File: src/rtl/ahb_imem_arbiter.sv
// Two-master AHB-Lite arbiter in front of the single-port instruction RAM.
// A losing address phase is buffered and replayed; the slave data phase is routed to its owner.
module ahb_imem_arbiter #(
    parameter int unsigned ADDR_W     = 32,
    parameter int unsigned DATA_W     = 32,
    parameter int unsigned FIXED_PRIO = 0
) (
    input  logic              sys_clk,
    input  logic              sys_rst,

    input  logic              m0_hsel,
    input  logic [ADDR_W-1:0] m0_haddr,
    input  logic [1:0]        m0_htrans,
    input  logic              m0_hwrite,
    input  logic [2:0]        m0_hsize,
    input  logic [2:0]        m0_hburst,
    input  logic [3:0]        m0_hprot,
    input  logic [DATA_W-1:0] m0_hwdata,
    output logic [DATA_W-1:0] m0_hrdata,
    output logic              m0_hready,
    output logic              m0_hresp,

    input  logic              m1_hsel,
    input  logic [ADDR_W-1:0] m1_haddr,
    input  logic [1:0]        m1_htrans,
    input  logic              m1_hwrite,
    input  logic [2:0]        m1_hsize,
    input  logic [2:0]        m1_hburst,
    input  logic [3:0]        m1_hprot,
    input  logic [DATA_W-1:0] m1_hwdata,
    output logic [DATA_W-1:0] m1_hrdata,
    output logic              m1_hready,
    output logic              m1_hresp,

    output logic [ADDR_W-1:0] s_haddr,
    output logic [1:0]        s_htrans,
    output logic              s_hwrite,
    output logic [2:0]        s_hsize,
    output logic [2:0]        s_hburst,
    output logic [3:0]        s_hprot,
    output logic [DATA_W-1:0] s_hwdata,
    input  logic [DATA_W-1:0] s_hrdata,
    input  logic              s_hready,
    input  logic              s_hresp,

    output logic [15:0]       stall_cnt
);

    typedef enum logic [1:0] {
        StIdle,
        StPend,
        StData
    } mst_st_e;

    typedef struct packed {
        logic [ADDR_W-1:0] haddr;
        logic [1:0]        htrans;
        logic              hwrite;
        logic [2:0]        hsize;
        logic [2:0]        hburst;
        logic [3:0]        hprot;
    } addr_ph_t;

    mst_st_e     st_q    [2];
    addr_ph_t    buf_q   [2];
    addr_ph_t    live_ph [2];
    addr_ph_t    sel_ph;
    logic        last_grant_q;
    logic [15:0] stall_cnt_q;

    logic [1:0]  pend;
    logic [1:0]  owner;
    logic [1:0]  hready_m;
    logic [1:0]  live_req;
    logic [1:0]  req;
    logic [1:0]  gnt;
    logic        tie_to_m0;

    always_comb begin
        live_ph[0] = {m0_haddr, m0_htrans, m0_hwrite, m0_hsize, m0_hburst, m0_hprot};
        live_ph[1] = {m1_haddr, m1_htrans, m1_hwrite, m1_hsize, m1_hburst, m1_hprot};
    end

    // A stalled owner sees hready=0, so it can never present a new request mid data phase.
    always_comb begin
        pend     = '0;
        owner    = '0;
        hready_m = '1;
        for (int n = 0; n < 2; n++) begin
            pend[n]     = (st_q[n] == StPend);
            owner[n]    = (st_q[n] == StData);
            hready_m[n] = owner[n] ? s_hready : ~pend[n];
        end
    end

    always_comb begin
        live_req[0] = m0_hsel & m0_htrans[1] & hready_m[0];
        live_req[1] = m1_hsel & m1_htrans[1] & hready_m[1];
        req         = live_req | pend;
    end

    // last_grant resets to master 1 so master 0 wins the first tie.
    always_comb begin
        tie_to_m0 = (FIXED_PRIO != 0) || last_grant_q;
        gnt       = 2'b00;
        if (s_hready) begin
            if (req[0] && (!req[1] || tie_to_m0)) begin
                gnt = 2'b01;
            end else if (req[1]) begin
                gnt = 2'b10;
            end
        end
    end

    always_comb begin
        sel_ph = '0;
        unique case (gnt)
            2'b01:   sel_ph = pend[0] ? buf_q[0] : live_ph[0];
            2'b10:   sel_ph = pend[1] ? buf_q[1] : live_ph[1];
            default: sel_ph = '0;
        endcase
    end

    assign s_haddr  = sel_ph.haddr;
    assign s_htrans = sel_ph.htrans;
    assign s_hwrite = sel_ph.hwrite;
    assign s_hsize  = sel_ph.hsize;
    assign s_hburst = sel_ph.hburst;
    assign s_hprot  = sel_ph.hprot;

    always_comb begin
        s_hwdata = '0;
        unique case (owner)
            2'b01:   s_hwdata = m0_hwdata;
            2'b10:   s_hwdata = m1_hwdata;
            default: s_hwdata = '0;
        endcase
    end

    assign m0_hready = hready_m[0];
    assign m1_hready = hready_m[1];
    assign m0_hresp  = owner[0] & s_hresp;
    assign m1_hresp  = owner[1] & s_hresp;
    assign m0_hrdata = s_hrdata;
    assign m1_hrdata = s_hrdata;
    assign stall_cnt = stall_cnt_q;

    // Per-master IDLE/PEND/DATA tracking; DATA doubles as data-phase ownership.
    always_ff @(posedge sys_clk) begin
        if (sys_rst) begin
            for (int n = 0; n < 2; n++) begin
                st_q[n]  <= StIdle;
                buf_q[n] <= '0;
            end
            last_grant_q <= 1'b1;
            stall_cnt_q  <= '0;
        end else begin
            for (int n = 0; n < 2; n++) begin
                unique case (st_q[n])
                    StIdle: begin
                        if (gnt[n]) begin
                            st_q[n] <= StData;
                        end else if (live_req[n]) begin
                            st_q[n]  <= StPend;
                            buf_q[n] <= live_ph[n];
                        end
                    end
                    StPend: begin
                        if (gnt[n]) begin
                            st_q[n] <= StData;
                        end
                    end
                    StData: begin
                        if (s_hready) begin
                            if (gnt[n]) begin
                                st_q[n] <= StData;
                            end else if (live_req[n]) begin
                                st_q[n]  <= StPend;
                                buf_q[n] <= live_ph[n];
                            end else begin
                                st_q[n] <= StIdle;
                            end
                        end
                    end
                    default: st_q[n] <= StIdle;
                endcase
            end
            if (|gnt) begin
                last_grant_q <= gnt[1];
            end
            if ((|pend) && (stall_cnt_q != 16'hFFFF)) begin
                stall_cnt_q <= stall_cnt_q + 16'd1;
            end
        end
    end

endmodule

File: config.mk
export PLATFORM = sky130hd
export DESIGN_NAME = ahb_imem_arbiter
export DESIGN_NICKNAME = d
export VERILOG_FILES = /design/src/rtl/ahb_imem_arbiter.sv
export SDC_FILE = /design/constraint.sdc
export NUM_CORES = 1
export LEC_CHECK = 0
export CAP_MARGIN = 20
export CORE_AREA = 2 2 137 139
export CTS_CLUSTER_SIZE = 8
export DETAILED_ROUTE_END_ITERATION = 10
export DIE_AREA = 0 0 139 141
export PLACE_DENSITY = 0.77
export SKIP_CTS_REPAIR_TIMING = 1
export SYNTH_ARGS = -nofsm -noshare
export SYNTH_HDL_FRONTEND = slang
export SYNTH_SLANG_ARGS = --single-unit
File: constraint.sdc
create_clock -name sys_clk -period 3.85 [get_ports sys_clk]
set_input_delay 0.77 -clock sys_clk [delete_from_list [all_inputs] [get_ports sys_clk]]
set_output_delay 0.77 -clock sys_clk [all_outputs]
set_load 0.02 [all_outputs]
[Word level (Yosys, flattened, before mapping)]
Memory sizes are Yosys's and may differ from the RTL's.
Index checks and enable logic that the tools add are counted.
Widths: inputs -> output; s select.
Cells by class
  add/sub/neg operators: 1
  equality and inequality tests: 9
  muxes and demuxes: 87
  bitwise operators: 27
  reduce and logical (&&, ||, !) cells: 10
Operator list (number)
  $mux 45: 6
  $pmux 45 s2: 1
  $pmux 32 s2: 1
  $mux 1: 62
  $mux 2: 17
  $or 1x1->1: 18
  $add 16x1->16 const B: 1
  $ne 16x16->1 const B: 1
  $eq 2x1->1 const B: 4
  $eq 2x2->1 const B: 4
  $and 1x1->1: 6
  $reduce_or 3->1: 2
  $logic_not 2->1: 2
  $reduce_or 2->1: 2
  $logic_and 1x1->1: 2
  $not 1->1: 2
  $or 2x2->2: 1
  $logic_not 1->1: 1
  $logic_or 1x1->1: 1
Storage, ports and cells
  register bits: 17
  memory bits (writable): 94
  input port bits: 192
  output and inout bits: 161
  logic and storage cells: 138
  memories kept: 2
Memories
  buf_q: words 2, width 45, rd ports 2, clocked after Yosys merged registers in 0, wr ports 2, line 65  | addr_ph_t buf_q [2];
  st_q: words 2, width 2, rd ports 2, clocked after Yosys merged registers in 0, wr ports 2, line 64  | mst_st_e st_q [2];

[Depth between registers and ports, before layout]
  depth in word-level cells: 21
  gate-level depth with buffers: 12
  gate-level depth less buffers: 8

[Worst setup path before layout]
OpenSTA, ideal clock, no wires.
  path type: in2out
  start: input port s_hready
  end: output port s_haddr[10]
  arrival: 2835 ps
  data required time: 3080 ps
  slack: 245 ps
  cell stages on the path: 11
  buffers on the path: 3
  cell sequence: buf_2 -> nor2b_1 -> o21ba_2 -> o211ai_2 -> nand3_1 -> inv_1 -> ha_1 -> clkbuf_1 -> clkbuf_1 -> a22oi_1 -> nor2b_1
On the way
  word-level cells in the longest chain between the ends: 10
  elaborated cells between the ends (all ways): 14
  classes of those cells: eq/ne: 2; mux: 6; bitwise: 3; reduce/logical: 3
Ends and longest elaborated chain
  start, declared: line 43  | input logic s_hready,
  $mux 1: line 92  | hready_m[n] = owner[n] ? s_hready : ~pend[n];
  $and 1x1->1: line 98  | live_req[1] = m1_hsel & m1_htrans[1] & hready_m[1];
  $or 2x2->2: line 99  | req = live_req | pend;
  $logic_not 1->1: line 107  | if (req[0] && (!req[1] || tie_to_m0)) begin
  $logic_or 1x1->1: line 107
  $logic_and 1x1->1: line 107
  $mux 2: line 107
  $mux 2 *: line 106  | if (s_hready) begin
  net gnt[1]: line 76  | logic [1:0] gnt;
  $eq 2x2->1 / $eq 2x1->1 (equally long branches): line 117  | unique case (gnt)
  $pmux 45 s2 *: line 117
  end, declared: line 35  | output logic [ADDR_W-1:0] s_haddr,
Mark *: on every way through the listed nets, which the timed path passes. The rest lies on a longest branch.

[Final worst setup path]
  start: input port m1_htrans[1]
  end: output port s_haddr[31]
On the way
  word-level cells in the longest chain between the ends: 10
  elaborated cells between the ends (all ways): 12
  classes of those cells: eq/ne: 2; mux: 4; bitwise: 3; reduce/logical: 3
Ends and longest elaborated chain
  start, declared: line 25  | input logic [1:0] m1_htrans,
  $and 1x1->1 * (2 in a row): line 98
  $or 2x2->2 *: line 99
  $logic_not 1->1: line 107
  $logic_or 1x1->1: line 107
  $logic_and 1x1->1: line 107
  $mux 2 *: line 107
  $mux 2 *: line 106
  $eq 2x2->1 / $eq 2x1->1 (equally long branches): line 117
  $pmux 45 s2 *: line 117
Every way passes the cells marked *; elsewhere a longest branch is shown, timed or not.

==> flow_metrics.env <==
export IMPL_outcome="finished with violations"
export IMPL_violations="negative setup slack"
export IMPL_synth_net_count=1091
export IMPL_syn_inst=893
export IMPL_rsz0062_at_grt="true"
export IMPL_finalNetCount=1268
export IMPL_clock_skew_ns=0.00774
export IMPL_hold_violations=0
export IMPL_crit_fanout=32
export IMPL_critPathLaunch="m1_htrans[1]"
export IMPL_gp_congestion=0.879
export IMPL_die_w_um=139
export IMPL_maxSlewViolCount=0
export IMPL_cp_required_ns=3.08
export IMPL_yosysSeqAreaShare=0.424
export IMPL_fillers=1673
export IMPL_clk_path_buf_depth=2
export IMPL_wl_per_cell_um=16.8
export IMPL_core_area_um2=18300
export IMPL_drt_iter0_markers=422
export IMPL_num_rows=50
export IMPL_fin_util=0.564
export IMPL_critPathKind="in -> out"
export IMPL_first_global_vias=6680
export IMPL_max_freq_mhz=246
export IMPL_clk_latency_ns=0.36
export IMPL_htree_num_levels=3
export IMPL_timing_final_crit_share=1.06
export IMPL_critPathArrivalTime_ns=3.30
export IMPL_setup_worst_path_start_class="primary input"
export IMPL_drv_cap=0
export IMPL_peakVddDrop_v=0.000421
export IMPL_power_density_nw_per_um2=375
export IMPL_ant_nets=0
export IMPL_drive_gt1_frac=0.0763
export IMPL_period_needed_ns=4.07
export IMPL_dp_hpwl_um=15400
export IMPL_synth_seq_cells=111
export IMPL_grt_pass1_wl_um=34500
export IMPL_slew_limit_headroom=0.364
export IMPL_dieArea_um2=19600
export IMPL_tightest_slew_ns=0.953
export IMPL_wirelength_um=22000
export IMPL_layout_setup_ws_ns=-0.220
export IMPL_cts_tree="done"
export IMPL_antenna_found_initial=1
export IMPL_grt_max_degree=50
export IMPL_cts_sinks=111
export IMPL_setup_worst_path_end_class="primary output"
export IMPL_power_uw=3870
export IMPL_ios=353
export IMPL_root_buffer="clkbuf_16"
export IMPL_portBuffers=256
export IMPL_ys_top_cells_by_area="edfxtp_1 (38%), nand2_1 (14%), and2_1 (7.8%)"
export IMPL_remaining_drc_errors=0
export IMPL_critical_path_endpoint="s_haddr[31]"
export IMPL_synthesis_area_um2=7460
export IMPL_syn2layout_area_growth_pct=38.2
export IMPL_die_y_um=141
export IMPL_start_util=0.408
export IMPL_async_flop_share=0
export IMPL_setup_viol=4
export IMPL_avgSynthCellArea_um2=8.35
export IMPL_reg2reg_depth=7
export IMPL_numCtsBuffers=9
export IMPL_synth_cell_types=59
export IMPL_grt_usage=0.221
export IMPL_hold_class="reg -> reg"
export IMPL_avgViaCountPerCell=5.14
export IMPL_synth_top_cell_area_share=0.378
export IMPL_yosys_warnings=0
export IMPL_synth_top_cell_by_area="edfxtp_1"
export IMPL_ys_flop_type="edfxtp_1"
export IMPL_r2r_start="st_q[1][1]"
export IMPL_r2r_end="buf_q[1][0]"
export IMPL_yosysMostFrequentCell="nand2_1"
export IMPL_synthTopCellsByCount="nand2_1 (280), edfxtp_1 (94), and2_1 (93), a22oi_1 (77), buf_4 (64)"
export IMPL_clkTransAtPathRegs_ns=0.07
export IMPL_grt_remaining_overflow=0
export IMPL_routed_via_count=6738
export IMPL_reg2reg_slack_ns=1.27
export IMPL_synth_edff_count=94
export IMPL_p_leak_uw=0.00457
export IMPL_first_pass_iters=5
worst max-delay path, stage by stage:
cell and delay [ns]:
clkdlybuf4s50_1 0.48, nand2_1 0.11, a21o_1 0.22, o211ai_2 0.23, nand3_2 0.12, ha_1 0.38
buf_12 0.19, nor2b_1 0.16, clkdlybuf4s50_1 0.62
per-stage QoR:
step | setup slack (ns) | instance area [um^2] | instances | hold slack [ns] | setup TNS [ns]
final | -0.220 | 10300 | 1310 | 0.530 | -0.822
after global routing | -0.311 | 10300 | 1309 | 0.546 | -1.21
after CTS | -0.346 | 10200 | 1308 | 0.531 | -12.05
after detailed placement | -0.343 | 9910 | 1292 | 0.523 | -11.93
after floorplan | 0.245 | 7460 | 893 | 0.501 | 0
after global placement | -0.258 | 9910 | 1292 | 0.497 | -9.80
state kept, by name (all words and copies together) (netlist names):
register and flops:
last_grant_q 1, buf_q 90, stall_cnt 16, st_q 4
where the power goes:
group	leakage, uW	total [uW]	internal, uW	switching (uW)
sequential	0.00111	1450	1400	43.2
clock	0.000154	979	538	441
combinational	0.00330	1440	646	796
total	0.00457	3870	2590	1280
cell type report:
class / instances / area, um^2 / share of cell area
sequential: 111 / 3160 / 0.307
multi-input combinational: 649 / 3550 / 0.344
inverter: 10 / 37.5 / 0.00364
clock buffer: 13 / 293 / 0.0284
clock inverter: 3 / 18.8 / 0.00182
antenna: 1 / 2.50 / 0.000243
tap: 234 / 293 / 0.0284
timing repair buffer: 289 / 2950 / 0.286
logic make-up (layout without fill, tap and decap cells):
group | count (synthesis) | after routing | synth area share
AO/OA/AOI/OAI | 116 | 116 | 0.119
XOR/XNOR | 12 | 12 | 0.0141
adder cells (fa/ha/maj) | 6 | 6 | 0.0101
buffers and inverters | 133 | 315 | 0.108
flip-flops | 111 | 111 | 0.424
multiplexers | 1 | 1 | 0.00134
other | 0 | 1 | 0
AND/OR/NAND/NOR | 514 | 514 | 0.324
routing by layer:
metal / vias to the layer above / wire [um] / GRT usage
li1: 3284 / - / -
met1: 3138 / 8960 / 0.267
met2: 278 / 11100 / 0.393
met3: 38 / 1480 / 0.0482
met4: 0 / 455 / 0.0696
met5: - / 0 / 0
layout by cell type (no fill, tap or decap), drive strengths merged, types with 3 or more instances in the layout:
cell,n
nand2,280
clkdlybuf4s50,215
edfxtp,94
and2,93
a22oi,77
nor2,50
nor2b,49
buf,33
dlymetal6s2s,32
clkbuf,22
dfxtp,17
inv,12
a21oi,10
xnor2,8
o21ai,8
nand3,7
nor3,6
ha,6
nand4,5
or3,4
xor2,4
nor4,4
nand2b,4
or2,3
o31ai,3
worst min-delay path by stage:
stage	slack (ns)	start	depth (start not counted)	endpoint
after global placement	0.50	stall_cnt[5]	2	stall_cnt[5]
after CTS	0.53	stall_cnt[5]	2	stall_cnt[5]
after detailed placement	0.52	stall_cnt[5]	2	stall_cnt[5]
after floorplan	0.50	last_grant_q	2	last_grant_q
final	0.53	stall_cnt[5]	2	stall_cnt[5]
after global routing	0.55	stall_cnt[5]	2	stall_cnt[5]
(Power assumes the default switching activity.)
